--- config.mk ---
export PLATFORM = sky130hd
export DESIGN_NAME = conv_param_loader
export DESIGN_NICKNAME = d
export VERILOG_FILES = /design/src/rtl/conv_param_loader.sv
export SDC_FILE = /design/constraint.sdc
export NUM_CORES = 1
export LEC_CHECK = 0
export BUFFER_PORTS_ARGS = -buffer_cell sky130_fd_sc_hd__buf_2
export CORE_AREA = 4 4 97 99
export DETAILED_ROUTE_END_ITERATION = 10
export DIE_AREA = 0 0 101 103
export PLACE_DENSITY = 0.79
export SKIP_CTS_REPAIR_TIMING = 1
export SLEW_MARGIN = 25
export SYNTH_ARGS = -nofsm -noshare
export SYNTH_HDL_FRONTEND = slang
export SYNTH_SLANG_ARGS = --single-unit
export TNS_END_PERCENT = 20
--- constraint.sdc ---
create_clock -name clk -period 5.4 [get_ports clk]
set_input_delay 1.08 -clock clk [delete_from_list [all_inputs] [get_ports clk]]
set_output_delay 1.08 -clock clk [all_outputs]
set_load 0.02 [all_outputs]
--- src/rtl/conv_param_loader.sv ---
// conv_param_loader: streams conv weights and biases from a byte source into
// the combined weight RAM (byte-wide) and bias RAM (32-bit words), then holds
// done until the next start. Bias words are assembled little-endian.
module conv_param_loader #(
  parameter int W_BYTES = 4752,
  parameter int B_WORDS = 48,
  parameter int WA_W    = 13,
  parameter int BA_W    = 6
) (
  input  logic            clk,
  input  logic            rst_n,
  input  logic            start,
  input  logic [7:0]      in_data,
  input  logic            in_valid,
  output logic [WA_W-1:0] w_wr_addr,
  output logic [7:0]      w_wr_data,
  output logic            w_wr_en,
  output logic [BA_W-1:0] b_wr_addr,
  output logic [31:0]     b_wr_data,
  output logic            b_wr_en,
  output logic            busy,
  output logic            done
);

  typedef enum logic [1:0] {
    IDLE   = 2'd0,
    LOAD_W = 2'd1,
    LOAD_B = 2'd2,
    DONE   = 2'd3
  } state_t;

  localparam logic [WA_W-1:0] W_LAST = WA_W'(W_BYTES - 1);
  localparam logic [BA_W-1:0] B_LAST = BA_W'(B_WORDS - 1);

  state_t          state;
  logic [WA_W-1:0] w_cnt;
  logic [BA_W-1:0] b_cnt;
  logic [1:0]      lane;
  logic [23:0]     held;

  // Load sequencer: counters, bias byte assembly and registered RAM strobes.
  always_ff @(posedge clk or negedge rst_n) begin
    if (!rst_n) begin
      state     <= IDLE;
      w_cnt     <= '0;
      b_cnt     <= '0;
      lane      <= '0;
      held      <= '0;
      w_wr_addr <= '0;
      w_wr_data <= '0;
      w_wr_en   <= 1'b0;
      b_wr_addr <= '0;
      b_wr_data <= '0;
      b_wr_en   <= 1'b0;
      busy      <= 1'b0;
      done      <= 1'b0;
    end else begin
      // Strobes are single-cycle pulses; addresses and data hold otherwise.
      w_wr_en <= 1'b0;
      b_wr_en <= 1'b0;

      if (start) begin
        // Start always wins: (re)arm a full load and drop any byte this cycle.
        state <= LOAD_W;
        w_cnt <= '0;
        b_cnt <= '0;
        lane  <= '0;
        held  <= '0;
        busy  <= 1'b1;
        done  <= 1'b0;
      end else begin
        case (state)
          LOAD_W: begin
            if (in_valid) begin
              w_wr_addr <= w_cnt;
              w_wr_data <= in_data;
              w_wr_en   <= 1'b1;
              if (w_cnt == W_LAST) begin
                // Stop counting at the last weight so no address past the RAM appears.
                state <= LOAD_B;
                b_cnt <= '0;
                lane  <= '0;
              end else begin
                w_cnt <= w_cnt + 1'b1;
              end
            end
          end

          LOAD_B: begin
            if (in_valid) begin
              if (lane != 2'd3) begin
                // Shift in from the top so byte 0 ends up in bits [7:0].
                held <= {in_data, held[23:8]};
                lane <= lane + 1'b1;
              end else begin
                b_wr_addr <= b_cnt;
                b_wr_data <= {in_data, held};
                b_wr_en   <= 1'b1;
                lane      <= '0;
                if (b_cnt == B_LAST) begin
                  // done rises together with the final bias strobe.
                  state <= DONE;
                  busy  <= 1'b0;
                  done  <= 1'b1;
                end else begin
                  b_cnt <= b_cnt + 1'b1;
                end
              end
            end
          end

          default: begin
            // IDLE and DONE ignore the stream.
          end
        endcase
      end
    end
  end

endmodule

; After elaboration in Yosys (flattened, before gate mapping)
; Cells that the tools add are included.
[word_totals]
register_bits = 110
latchBits = 0
ram_bits = 0
mem_bits_ro = 0
inputBits = 12
output_inout_bits = 63
elab_cells = 90
n_memories = 0
[classes]
addsub = 3
multipliers = 0
n_div = 0
order_cmp = 0
eq_ne = 13
n_shift = 0
n_mux = 45
n_bitwise = 2
reduce_logical = 14
[ops]
columns = cell, n
row1 = 2-to-1 mux 24 bit, 4
row2 = 2-to-1 mux 13 bit, 4
row3 = 2-to-1 mux 6 bit, 6
row4 = 2-to-1 mux 2 bit, 11
row5 = != test 3 bit (second input constant), 6
row6 = 2-to-1 mux 1 bit, 17
row7 = adder 13 x 1 -> 13 bit (second input constant), 1
row8 = equality test 13 bit (second input constant), 1
row9 = case mux 6 bit (2 select lines), 1
row10 = AND reduction 4 bit, 3
row11 = AND reduction 6 bit, 2
row12 = nonzero test 2 bit, 5
row13 = AND reduction 3 bit, 3
row14 = case mux 2 bit (2 select lines), 2
row15 = adder 6 x 1 -> 6 bit (second input constant), 1
row16 = equality test 6 bit (second input constant), 1
row17 = != test 2 bit (second input constant), 3
row18 = nonzero test 3 bit, 1
row19 = adder 2 x 1 -> 2 bit (second input constant), 1
row20 = equality test 2 x 1 -> 1 bit (second input constant), 1
row21 = equality test 2 bit (second input constant), 1
row22 = inverter 1 bit, 2

; Depth between registers and ports, before layout
[depth]
depth_word = 6
mapped_depth = 7
mapped_depth_nobuf = 5

; Least setup slack after synthesis
; Ideal clock, no wire load.
[synth_timing]
path_type = input-to-reg
from = input port in_valid
to = register b_wr_data[11]
setup_time_ns = 0.127
arrival_ns = 2.280
t_required_ns = 5.273
setup_slack_ns = 2.993
cell_stages = 6
n_path_buf = 3
cell_sequence = buf_2 nand4b_1 nor2_1 buf_4 buf_6 mux2_1
[synth_between]
elab_chain_cells = 1
[synth_rtl]
columns = item, line
row1 = from (decl), 14  ; input logic in_valid,
row2 = AND reduction 4 bit (no line), n/a
row3 = to (signal assigned), 97  ; b_wr_data <= {in_data, held};
row4 = to (decl), 19  ; output logic [31:0] b_wr_data,
; Every way passes these cells.
; A chain may end at the register's enable or synchronous reset.

; Worst setup path in the final report
[layout_timing]
from = input port in_valid
to = register b_wr_data[7]
; The elaborated chain is that of the path after synthesis.

==> flow_summary.toml <==
[synth]
synth_top_area_share_pct = 60.1
ys_seq_elements = 110
synthCells = 382
syn_area_um2 = 4580
synth-seq-area-share_pct = 60.1
syn_nets = 397
yosysWarnings = 0
yosysUniqueCellTypes = 44
netlist_top_cells_area = "dfrtp_1 (60%), mux2_2 (11%), nand2_1 (4.8%)"
avgSynthCellArea_um2 = 12.0
synth.largest_area_cell = "dfrtp_1"

[critical_path]
path_class = "input port to flip-flop"
cp_top_family = "simple AND/OR/NAND/NOR gates"
path_buf_inv = 2
crit_chain = "buf_2 > nand4b_1 > nor2_4 > buf_16 > mux2_2"
path_max_fanout = 25
crit_path_top_delay_cell = "nor2_4"
ff2ff_setup_slack_ns = 3.11
worst_ep_required_time_ns = 5.66
cp-start-kind = "input port"
cp.arrival_ns = 2.74
cp_slowest_stage_delay_ns = 0.55
endpoint_kind = "flip-flop"

[sta]
clock_skew_ns = 0.0104
setup-tns-final_ns = 0
clock.fmax_ghz = 0.403
tightest_slew_ns = 0.970
rsz0062_at_grt = "false"
setup_viol = 0
maxSlewHeadroom_pct = 35.3
fin_crit_ns = 2.48
final_hold_viol_count = 0
fin_crit_sh_pct = 46.0
final_max_slew_viol_count = 0

[drt]
wl_met2_um = 4480
via_per_inst = 5.56
wl_met3_um = 384
drc = 0
routed_wl_um = 8890
wl_met1_um = 3880
dr.pass1.iters = 5
ant_nets = 0
highest_layer = "met4"
routedWlPerCell_um = 15.8
drt-initial-drc-count = 140
vias = 3132

[finish]
syn_to_final_growth_pct = 14.0
seq_area_um2 = 2750
diodes = 0
final_nets = 465
fin_area_um2 = 5220
layout-drive-gt1-share_pct = 31.0
n_fill_cell = 712
multi_input_area_um2 = 1720

[cts]
cts.path.max_buffers = 2
clkTransAtPathRegs_ns = 0.11
clockRootBuffer = "clkbuf_8"
cts.sinks = 110
htreeDepth = 3
clock_latency_ns = 0.37
cts_tree = "yes"
numCtsBuffers = 9

[global_routing]
antenna_found_initial = 0
grt_max_degree = 67
track_usage_pct = 17.7
grt-ovfl-total = 0
grt_pass1_vias = 3050
grt_pass1_wl_um = 14600

[power_and_ir_drop]
ir_drop_v = 0.000152
power.total_uw = 1370
power_per_cell_area_nw_per_um2 = 263
leakagePower_uw = 0.00259

[floorplan]
rows = 34
core_um2 = 8550
die_area_um2 = 10400
io_pins = 75
dieWidth_um = 101
start_util_pct = 53.6
die_y_um = 103

[placement]
place.gp.congestion = 0.840
hpwlAfterDp_um = 6070
numPortBuffers = 74
place_area_um2 = 5010

[status]
status = "finished clean"

[worst_hold_path]
hp-class = "flip-flop to flip-flop"

[run]
max_cap_viol_count = 0
cell families (layout without fill, tap and decap cells):
family | Yosys count | count (layout) | synth area share (%)
compound gates | 63 | 63 | 7.87
mux | 60 | 60 | 14.8
simple gates | 115 | 115 | 12.7
flops | 110 | 110 | 60.1
xor+xnor | 5 | 5 | 0.956
buf+inv | 26 | 99 | 2.76
fa+ha+maj | 3 | 3 | 0.820
worst paths after layout:
path / from / end / cells past startpoint
min in group asynchronous: rst_n / w_wr_addr[7] / 1
max in group asynchronous: rst_n / w_cnt[6] / 2
max: in_valid / b_wr_data[7] / 5
min reg2reg: b_wr_data[18] / b_wr_data[18] / 1
max reg2reg: lane[0] / b_wr_data[7] / 5
min: b_wr_data[18] / b_wr_data[18] / 1
cell type report:
class	count	share of cell area [%]
multi-input combinational	246	32.9
inverter	7	0.503
sequential	110	52.7
clock inverter	7	1.08
clock buffer	9	2.37
timing repair buffer	76	7.81
tap	108	2.59
cells in the final DEF (no fill, tap or decap), drive strengths merged, types with 3 or more instances in the layout:
cell type,Yosys,routed
a21oi,35,35
buf,13,76
clkbuf,6,9
clkinv,0,3
dfrtp,110,110
ha,3,3
inv,7,10
mux2,60,60
nand2,58,58
nand3,8,8
nand3b,3,3
nand4,4,4
nor2,11,11
nor2b,4,4
nor3,5,5
o21ai,13,13
o31ai,3,3
or3,4,4
or4,4,4
xnor2,4,4
registers in the layout, summed over array words and instances (netlist names):
signal     flops
w_wr_data      8
w_wr_addr     13
done           1
b_wr_data     32
lane           2
b_wr_en        1
w_wr_en        1
b_cnt          6
w_cnt         13
held          24
b_wr_addr      6
busy           1
state          2
report_power, final:
group	switching (uW)	total, uW	internal, uW	leakage [uW]
sequential	8.46	844	836	0.00151
clock	281	454	174	0.0000906
combinational	53.1	76.8	23.7	0.000997
metal layers:
metal  global-route usage [%]  up-vias
met5                        0        -
met4                     7.16        0
met3                     3.11       12
met2                     28.8       68
met1                     23.7     1572
li1                         -     1480
synthesized netlist by cell type, drive strengths merged:
library cell / number
dfrtp: 110
mux2: 60
nand2: 58
a21oi: 35
buf: 13
o21ai: 13
nor2: 11
nand3: 8
inv: 7
clkbuf: 6
nor3: 5
nand4: 4
nor2b: 4
or3: 4
or4: 4
xnor2: 4
ha: 3
nand3b: 3
o31ai: 3
a211o: 2
a211oi: 2
a21boi: 2
and3: 2
and4: 2
nand2b: 2
nand4b: 2
o32ai: 2
a311oi: 1
and3b: 1
and4bb: 1
nor3b: 1
nor4b: 1
nor4bb: 1
o211ai: 1
o21a: 1
o31a: 1
or2: 1
xor2: 1
stage by stage:
step | hold slack, ns | instances | setup WS [ns] | utilization [%]
final | 0.493 | 563 | 2.92 | 61.0
after detailed placement | 0.474 | 546 | 2.27 | 58.6
after floorplan | 0.454 | 382 | 2.99 | -
after global routing | 0.508 | 563 | 2.82 | 61.0
after CTS | 0.499 | 562 | 2.69 | 60.7
after global placement | 0.465 | 546 | 2.32 | 58.6
Note: power is estimated with default switching activity, not from simulation.
